$ cat src/rtl/serial_subtractor_if.sv
// Start/busy/done handshake and operand/result bus for the bit-serial subtractor.
// SUB_OVF_EN adds the signed-overflow flag to the bus.
interface serial_subtractor_if #(
  parameter int unsigned WIDTH = 8
);
  logic             start;
  logic [WIDTH-1:0] a;
  logic [WIDTH-1:0] b;
  logic             busy;
  logic             done;
  logic [WIDTH-1:0] diff;
  logic             borrow_out;
`ifdef SUB_OVF_EN
  logic             ovf;

  modport master (output start, a, b, input busy, done, diff, borrow_out, ovf);
  modport slave  (input start, a, b, output busy, done, diff, borrow_out, ovf);
`else
  modport master (output start, a, b, input busy, done, diff, borrow_out);
  modport slave  (input start, a, b, output busy, done, diff, borrow_out);
`endif
endinterface

$ cat src/rtl/serial_subtractor.sv
// Bit-serial subtractor, DIFF = A - B, LSB first through one full-subtractor cell
// with a registered borrow. Define SUB_OVF_EN to add the signed-overflow output.
module serial_subtractor #(
  parameter int unsigned WIDTH = 8
) (
  input  logic                clk,
  input  logic                rst_n,
  serial_subtractor_if.slave  bus
);

  localparam int unsigned CNT_W = $clog2(WIDTH);

  localparam logic [1:0] ST_IDLE = 2'd0;
  localparam logic [1:0] ST_RUN  = 2'd1;
  localparam logic [1:0] ST_DONE = 2'd2;

  logic [1:0]       state;
  logic [1:0]       state_next;
  logic [WIDTH-1:0] a_sr;
  logic [WIDTH-1:0] b_sr;
  logic             bin;
  logic [CNT_W-1:0] cnt;
  logic             busy_q;
  logic             done_q;
  logic [WIDTH-1:0] diff_q;
  logic             borrow_q;
  logic             d_c;
  logic             bout_c;
  logic             last_c;

  // Full-subtractor cell on the current LSBs
  assign d_c    = a_sr[0] ^ b_sr[0] ^ bin;
  assign bout_c = (~a_sr[0] & b_sr[0]) | (~(a_sr[0] ^ b_sr[0]) & bin);
  assign last_c = (cnt == CNT_W'(WIDTH - 1));

  always_comb begin
    state_next = state;
    case (state)
      ST_IDLE: if (bus.start) state_next = ST_RUN;
      ST_RUN:  if (last_c)    state_next = ST_DONE;
      ST_DONE: state_next = ST_IDLE;
      default: state_next = ST_IDLE;
    endcase
  end

  always_ff @(posedge clk or negedge rst_n) begin
    if (!rst_n) state <= ST_IDLE;
    else        state <= state_next;
  end

  // Handshake flags are registered copies of the upcoming state
  always_ff @(posedge clk or negedge rst_n) begin
    if (!rst_n) begin
      busy_q <= 1'b0;
      done_q <= 1'b0;
    end else begin
      busy_q <= (state_next != ST_IDLE);
      done_q <= (state_next == ST_DONE);
    end
  end

  // a_sr doubles as the result register: difference bits enter at the MSB
  // as minuend bits leave at the LSB, so after WIDTH shifts it holds DIFF.
  always_ff @(posedge clk or negedge rst_n) begin
    if (!rst_n) begin
      a_sr     <= '0;
      b_sr     <= '0;
      bin      <= 1'b0;
      cnt      <= '0;
      diff_q   <= '0;
      borrow_q <= 1'b0;
    end else if (state == ST_IDLE) begin
      if (bus.start) begin
        a_sr <= bus.a;
        b_sr <= bus.b;
        bin  <= 1'b0;
        cnt  <= '0;
      end
    end else if (state == ST_RUN) begin
      a_sr <= {d_c, a_sr[WIDTH-1:1]};
      b_sr <= {1'b0, b_sr[WIDTH-1:1]};
      bin  <= bout_c;
      cnt  <= cnt + CNT_W'(1);
      if (last_c) begin
        diff_q   <= {d_c, a_sr[WIDTH-1:1]};
        borrow_q <= bout_c;
      end
    end
  end

  assign bus.busy       = busy_q;
  assign bus.done       = done_q;
  assign bus.diff       = diff_q;
  assign bus.borrow_out = borrow_q;

`ifdef SUB_OVF_EN
  logic a_msb;
  logic b_msb;
  logic ovf_q;

  // Operand sign bits are kept aside since the shift registers consume them;
  // the final serial bit is the result sign.
  always_ff @(posedge clk or negedge rst_n) begin
    if (!rst_n) begin
      a_msb <= 1'b0;
      b_msb <= 1'b0;
      ovf_q <= 1'b0;
    end else if (state == ST_IDLE) begin
      if (bus.start) begin
        a_msb <= bus.a[WIDTH-1];
        b_msb <= bus.b[WIDTH-1];
      end
    end else if (state == ST_RUN && last_c) begin
      ovf_q <= (a_msb != b_msb) && (d_c != a_msb);
    end
  end

  assign bus.ovf = ovf_q;
`endif

endmodule

$ cat src/flat_wrapper.sv
// flat-port wrapper written by rule: the top's interface ports become plain ports
module serial_subtractor_flat 
#(
  parameter int unsigned WIDTH = 8
)
  (clk, rst_n, bus_start, bus_a, bus_b, bus_busy, bus_done, bus_diff, bus_borrow_out);
  serial_subtractor_if #(.WIDTH(WIDTH)) bus_i ();
  input  logic clk;
  input  logic rst_n;
  input wire logic [$bits(bus_i.start)-1:0] bus_start;
  input wire logic [$bits(bus_i.a)-1:0] bus_a;
  input wire logic [$bits(bus_i.b)-1:0] bus_b;
  output wire logic [$bits(bus_i.busy)-1:0] bus_busy;
  output wire logic [$bits(bus_i.done)-1:0] bus_done;
  output wire logic [$bits(bus_i.diff)-1:0] bus_diff;
  output wire logic [$bits(bus_i.borrow_out)-1:0] bus_borrow_out;
  assign bus_i.start = bus_start;
  assign bus_i.a = bus_a;
  assign bus_i.b = bus_b;
  assign bus_busy = bus_i.busy;
  assign bus_done = bus_i.done;
  assign bus_diff = bus_i.diff;
  assign bus_borrow_out = bus_i.borrow_out;
  serial_subtractor #(.WIDTH(WIDTH)) u_core (.clk(clk), .rst_n(rst_n), .bus(bus_i));
endmodule
$ cat config.mk
export PLATFORM = sky130hd
export DESIGN_NAME = serial_subtractor_flat
export DESIGN_NICKNAME = d
export VERILOG_FILES = /design/src/rtl/serial_subtractor_if.sv /design/src/rtl/serial_subtractor.sv /design/src/flat_wrapper.sv
export SDC_FILE = /design/constraint.sdc
export NUM_CORES = 1
export LEC_CHECK = 0
export CAP_MARGIN = 10
export CORE_ASPECT_RATIO = 1.1
export CORE_MARGIN = 2
export CORE_UTILIZATION = 50
export CTS_BUF_LIST = sky130_fd_sc_hd__clkbuf_2 sky130_fd_sc_hd__clkbuf_4 sky130_fd_sc_hd__clkbuf_8
export CTS_CLUSTER_DIAMETER = 30
export DETAILED_ROUTE_END_ITERATION = 10
export GPL_ROUTABILITY_DRIVEN = 0
export HOLD_SLACK_MARGIN = 0.05
export PLACE_DENSITY = 0.79
export SLEW_MARGIN = 20
export SYNTH_ARGS = -nofsm -noshare
export SYNTH_HDL_FRONTEND = slang
export SYNTH_SLANG_ARGS = --single-unit
$ cat constraint.sdc
create_clock -name clk -period 1.99 [get_ports clk]
set_input_delay 0.199 -clock clk [delete_from_list [all_inputs] [get_ports clk]]
set_output_delay 0.199 -clock clk [all_outputs]
set_load 0.01 [all_outputs]
==> results.yml <==
synthesis:
  syn_area_per_cell_um2: 12.1
  ys_seq_elements: 33
  net_count_of_the_mapped_netlist: 139
  mux_cell_area_share_after_synthesis_pct: 7.98
  synth-adder-area-share_pct: 3.19
  synth_largest_area_cell: "sky130_fd_sc_hd__dfrtp_1"
  yosys.cell_count.top_type: "sky130_fd_sc_hd__dfrtp_1"
  yosysWarningCount: 0
  synth_top_flop_cell: "sky130_fd_sc_hd__dfrtp_1"
  synth_xor_xnor_area_share_pct: 0
  synth_enable_flop_cells: 0
  netlist_area_um2: 1410
  synthDominantCellAreaShare_pct: 58.5
  synth_simple_gate_area_share_pct: 6.47
  synth.top_cells.by_count: "sky130_fd_sc_hd__dfrtp_1, sky130_fd_sc_hd__inv_1, sky130_fd_sc_hd__a222oi_1, sky130_fd_sc_hd__nor2_1, sky130_fd_sc_hd__mux2_2"
  synth-compound-area-share_pct: 14.0
  syn-instance-count: 117
  synth.area.top_cells: "sky130_fd_sc_hd__dfrtp_1, sky130_fd_sc_hd__a222oi_1, sky130_fd_sc_hd__mux2_2, sky130_fd_sc_hd__inv_1, sky130_fd_sc_hd__nor2_1"
  synth_top_family_by_area: "compound AO/OA/AOI/OAI gates"
  proportion_of_register_bits_with_asynchronous_set_or_reset_after_synthesis_pct: 100
  synth_sequential_area_ratio_pct: 58.5
  yosys.cell_types.count: 19
layout:
  synthToLayoutAreaGrowth_pct: 27.3
  finish.cell_count_without_fillers: 184
  filler_cell_count: 227
  antenna_cells: 0
  drive_gt1_share_pct: 15.9
  finalCoreUtilization_pct: 65.9
  multi_input_area_um2: 449
  final_net_count: 172
  area.sequential_um2: 826
critical_path:
  critical_path.startpoint: "u_core.state[0]"
  path_max_fanout: 15
  timing.critical_path.to_type: "flop"
  worstPathRequired_ns: 2.14
  timing.critical_path.max_delay_family: "simple AND/OR/NAND/NOR gates"
  crit_type: "reg -> reg"
  timing.critical_path.buf_inv: 0
  timing.rr.start: "u_core.state[0]"
  cpPeakStageDelay_ns: 0.84
  slowest_stage: "sky130_fd_sc_hd__nor2b_1"
  ff2ff_path_depth: 2
  critical_path.cell_chain: "nor2b_1 > a222oi_1"
  critical_path_arrival_ns: 1.87
  timing.reg2reg.setup_slack_ns: 0.27
  timing.rr.end: "u_core.a_sr[5]"
  cp-start-kind: "flop"
global_routing:
  grt_first_pass_wirelength_um: 4720
  antenna_found_initial: 0
  globalRouteOverflowTotal: 0
  groute.usage.overall_pct: 21.0
  grt_pass1_vias: 1041
  grt_start_max_net_pins: 34
sta:
  final-setup-viol-count: 0
  fin_crit_ns: 1.72
  setup_tns_ns: 0
  setup_slack_ns: 0.268
  grt_setup_unrepaired: "no"
  tightest_slew_ns: 1.06
  finalCritPeriodShare_pct: 86.5
  timing.fmax_ghz: 0.581
  slew_headroom_pct: 29.3
  final-hold-violation-count: 0
  timing_max_transition_violations_final: 0
  fin_skew_ns: 0.00928
floorplan:
  core-area_um2: 2730
  floorplan.initialDensity_pct: 51.7
  std_cell_rows: 20
  die_area_um2: 3260
  die_y_um: 59.7
  chipWidth_um: 54.7
  io_pins: 30
detailed_routing:
  drcViolationCount: 0
  vias: 1058
  detail_route.first_pass.iterations: 5
  avgViaCountPerCell: 5.75
  routed_wl_um: 2820
  post_drt_wl_per_cell_um: 15.3
  postRouteAntennaNets: 0
  drtIter0Drc: 63
clocking:
  cts.path.max_buffers: 2
  cts.root.buffer_cell: "sky130_fd_sc_hd__clkbuf_4"
  clock_buffer_count_from_cts: 5
  clk_transition_reported_paths_ns: 0.10
  cts_tree: "yes"
  post_cts_resize_count: 0
  htree_levels: 2
  clock-sinks: 33
  cts-hold-fix-buffers: 0
  post_cts_buffers: 0
  clock_network_latency_to_the_later_pin_of_the_worst_skew_pair_ns: 0.34
placed_design:
  dp_cells: 176
  post-place-ws_ns: 0.0406
  dpl.hpwl_um: 1910
  io_buffers: 29
hold_path:
  min-delay-path-class: "in -> async"
pwr:
  power_density_nw_per_um2: 1510
  worst_voltage_drop_across_the_vdd_grid_mv: 0.959
  p_leak_nw: 0.846
run_status:
  outcome: "finished, final reports clean"
flow_run:
  max_cap_violations: 0
==> metrics by stage <==
| step | hold WS, ns | area [µm²] | power, W |
|---|---|---|---|
| 2_1_floorplan | -0.0966 | 1410 | 0.00190 |
| 3_3_place_gp | 0.487 | 1720 | 0.00222 |
| 3_5_place_dp | 0.488 | 1720 | 0.00230 |
| 4_1_cts | 0.270 | 1790 | 0.00274 |
| 5_1_grt | 0.289 | 1800 | 0.00291 |
| 6_report | 0.259 | 1800 | 0.00272 |
==> per-layer routing <==
layer	GRT usage (%)	part of all wire (%)	up-vias
met2	32.1	47	49
met1	26.9	43	524
met5	0	0	-
met4	11.4	2.1	0
li1	-	-	477
met3	5.50	7.7	8
==> power by group <==
group / switching [W] / internal, W
Sequential: 0.000151 / 0.000985
Combinational: 0.000523 / 0.000632
Clock: 0.000223 / 0.000205
==> worst max path at each step <==
| stage | slack (ns) | cells past startpoint | end |
|---|---|---|---|
| floorplan | 0.54 | 5 | u_core.bus.borrow_out |
| global placement | 0.18 | 3 | u_core.b_sr[4] |
| detailed placement | 0.04 | 3 | u_core.b_sr[6] |
| CTS | 0.03 | 2 | u_core.a_sr[5] |
| global route | 0.15 | 2 | u_core.a_sr[5] |
| finish | 0.27 | 2 | u_core.a_sr[5] |
==> kinds of logic (layout without fill, tap and decap cells) <==
kind of cell	Yosys count	count (layout)
mux	10	10
compound gates	21	21
buf+inv	30	64
fa+ha+maj	3	3
flops	33	33
simple gates	20	20
==> registers in the layout, summed over array words and instances (netlist names) <==
register / cells
u_core.a_sr: 8
u_core.b_sr: 8
u_core.bus.diff: 8
u_core.cnt: 3
u_core.state: 2
u_core.bin: 1
u_core.bus.borrow_out: 1
u_core.bus.busy: 1
u_core.bus.done: 1
==> layout by cell type, fill, tap and decap left out, types with 2 or more instances in the layout <==
master                            Yosys  layout
sky130_fd_sc_hd__clkbuf_4             0       5
sky130_fd_sc_hd__clkbuf_8             0       2
sky130_fd_sc_hd__dfrtp_1             33      33
sky130_fd_sc_hd__inv_1               22      22
sky130_fd_sc_hd__ha_1                 2       2
sky130_fd_sc_hd__mux2_2              10      10
sky130_fd_sc_hd__a222oi_1            15      15
sky130_fd_sc_hd__nor2_1              15      15
sky130_fd_sc_hd__a22o_1               3       3
sky130_fd_sc_hd__buf_4                2       5
sky130_fd_sc_hd__clkdlybuf4s50_1      0      29
==> worst register-to-register path: stages (launching register included) <==
cell and delay [ns]:
sky130_fd_sc_hd__dfrtp_1 0.45, sky130_fd_sc_hd__nor2b_1 0.84, sky130_fd_sc_hd__a222oi_1 0.26
==> final cells by class <==
class	instances	area share, %
Clock buffer	7	3.62
Tap cell	33	2.30
Clock inverter	1	0.279
Inverter	22	4.60
Multi-Input combinational cell	54	25.0
Timing Repair Buffer	34	18.2
Sequential cell	33	46.0
Power figures use the tool's default switching activity.
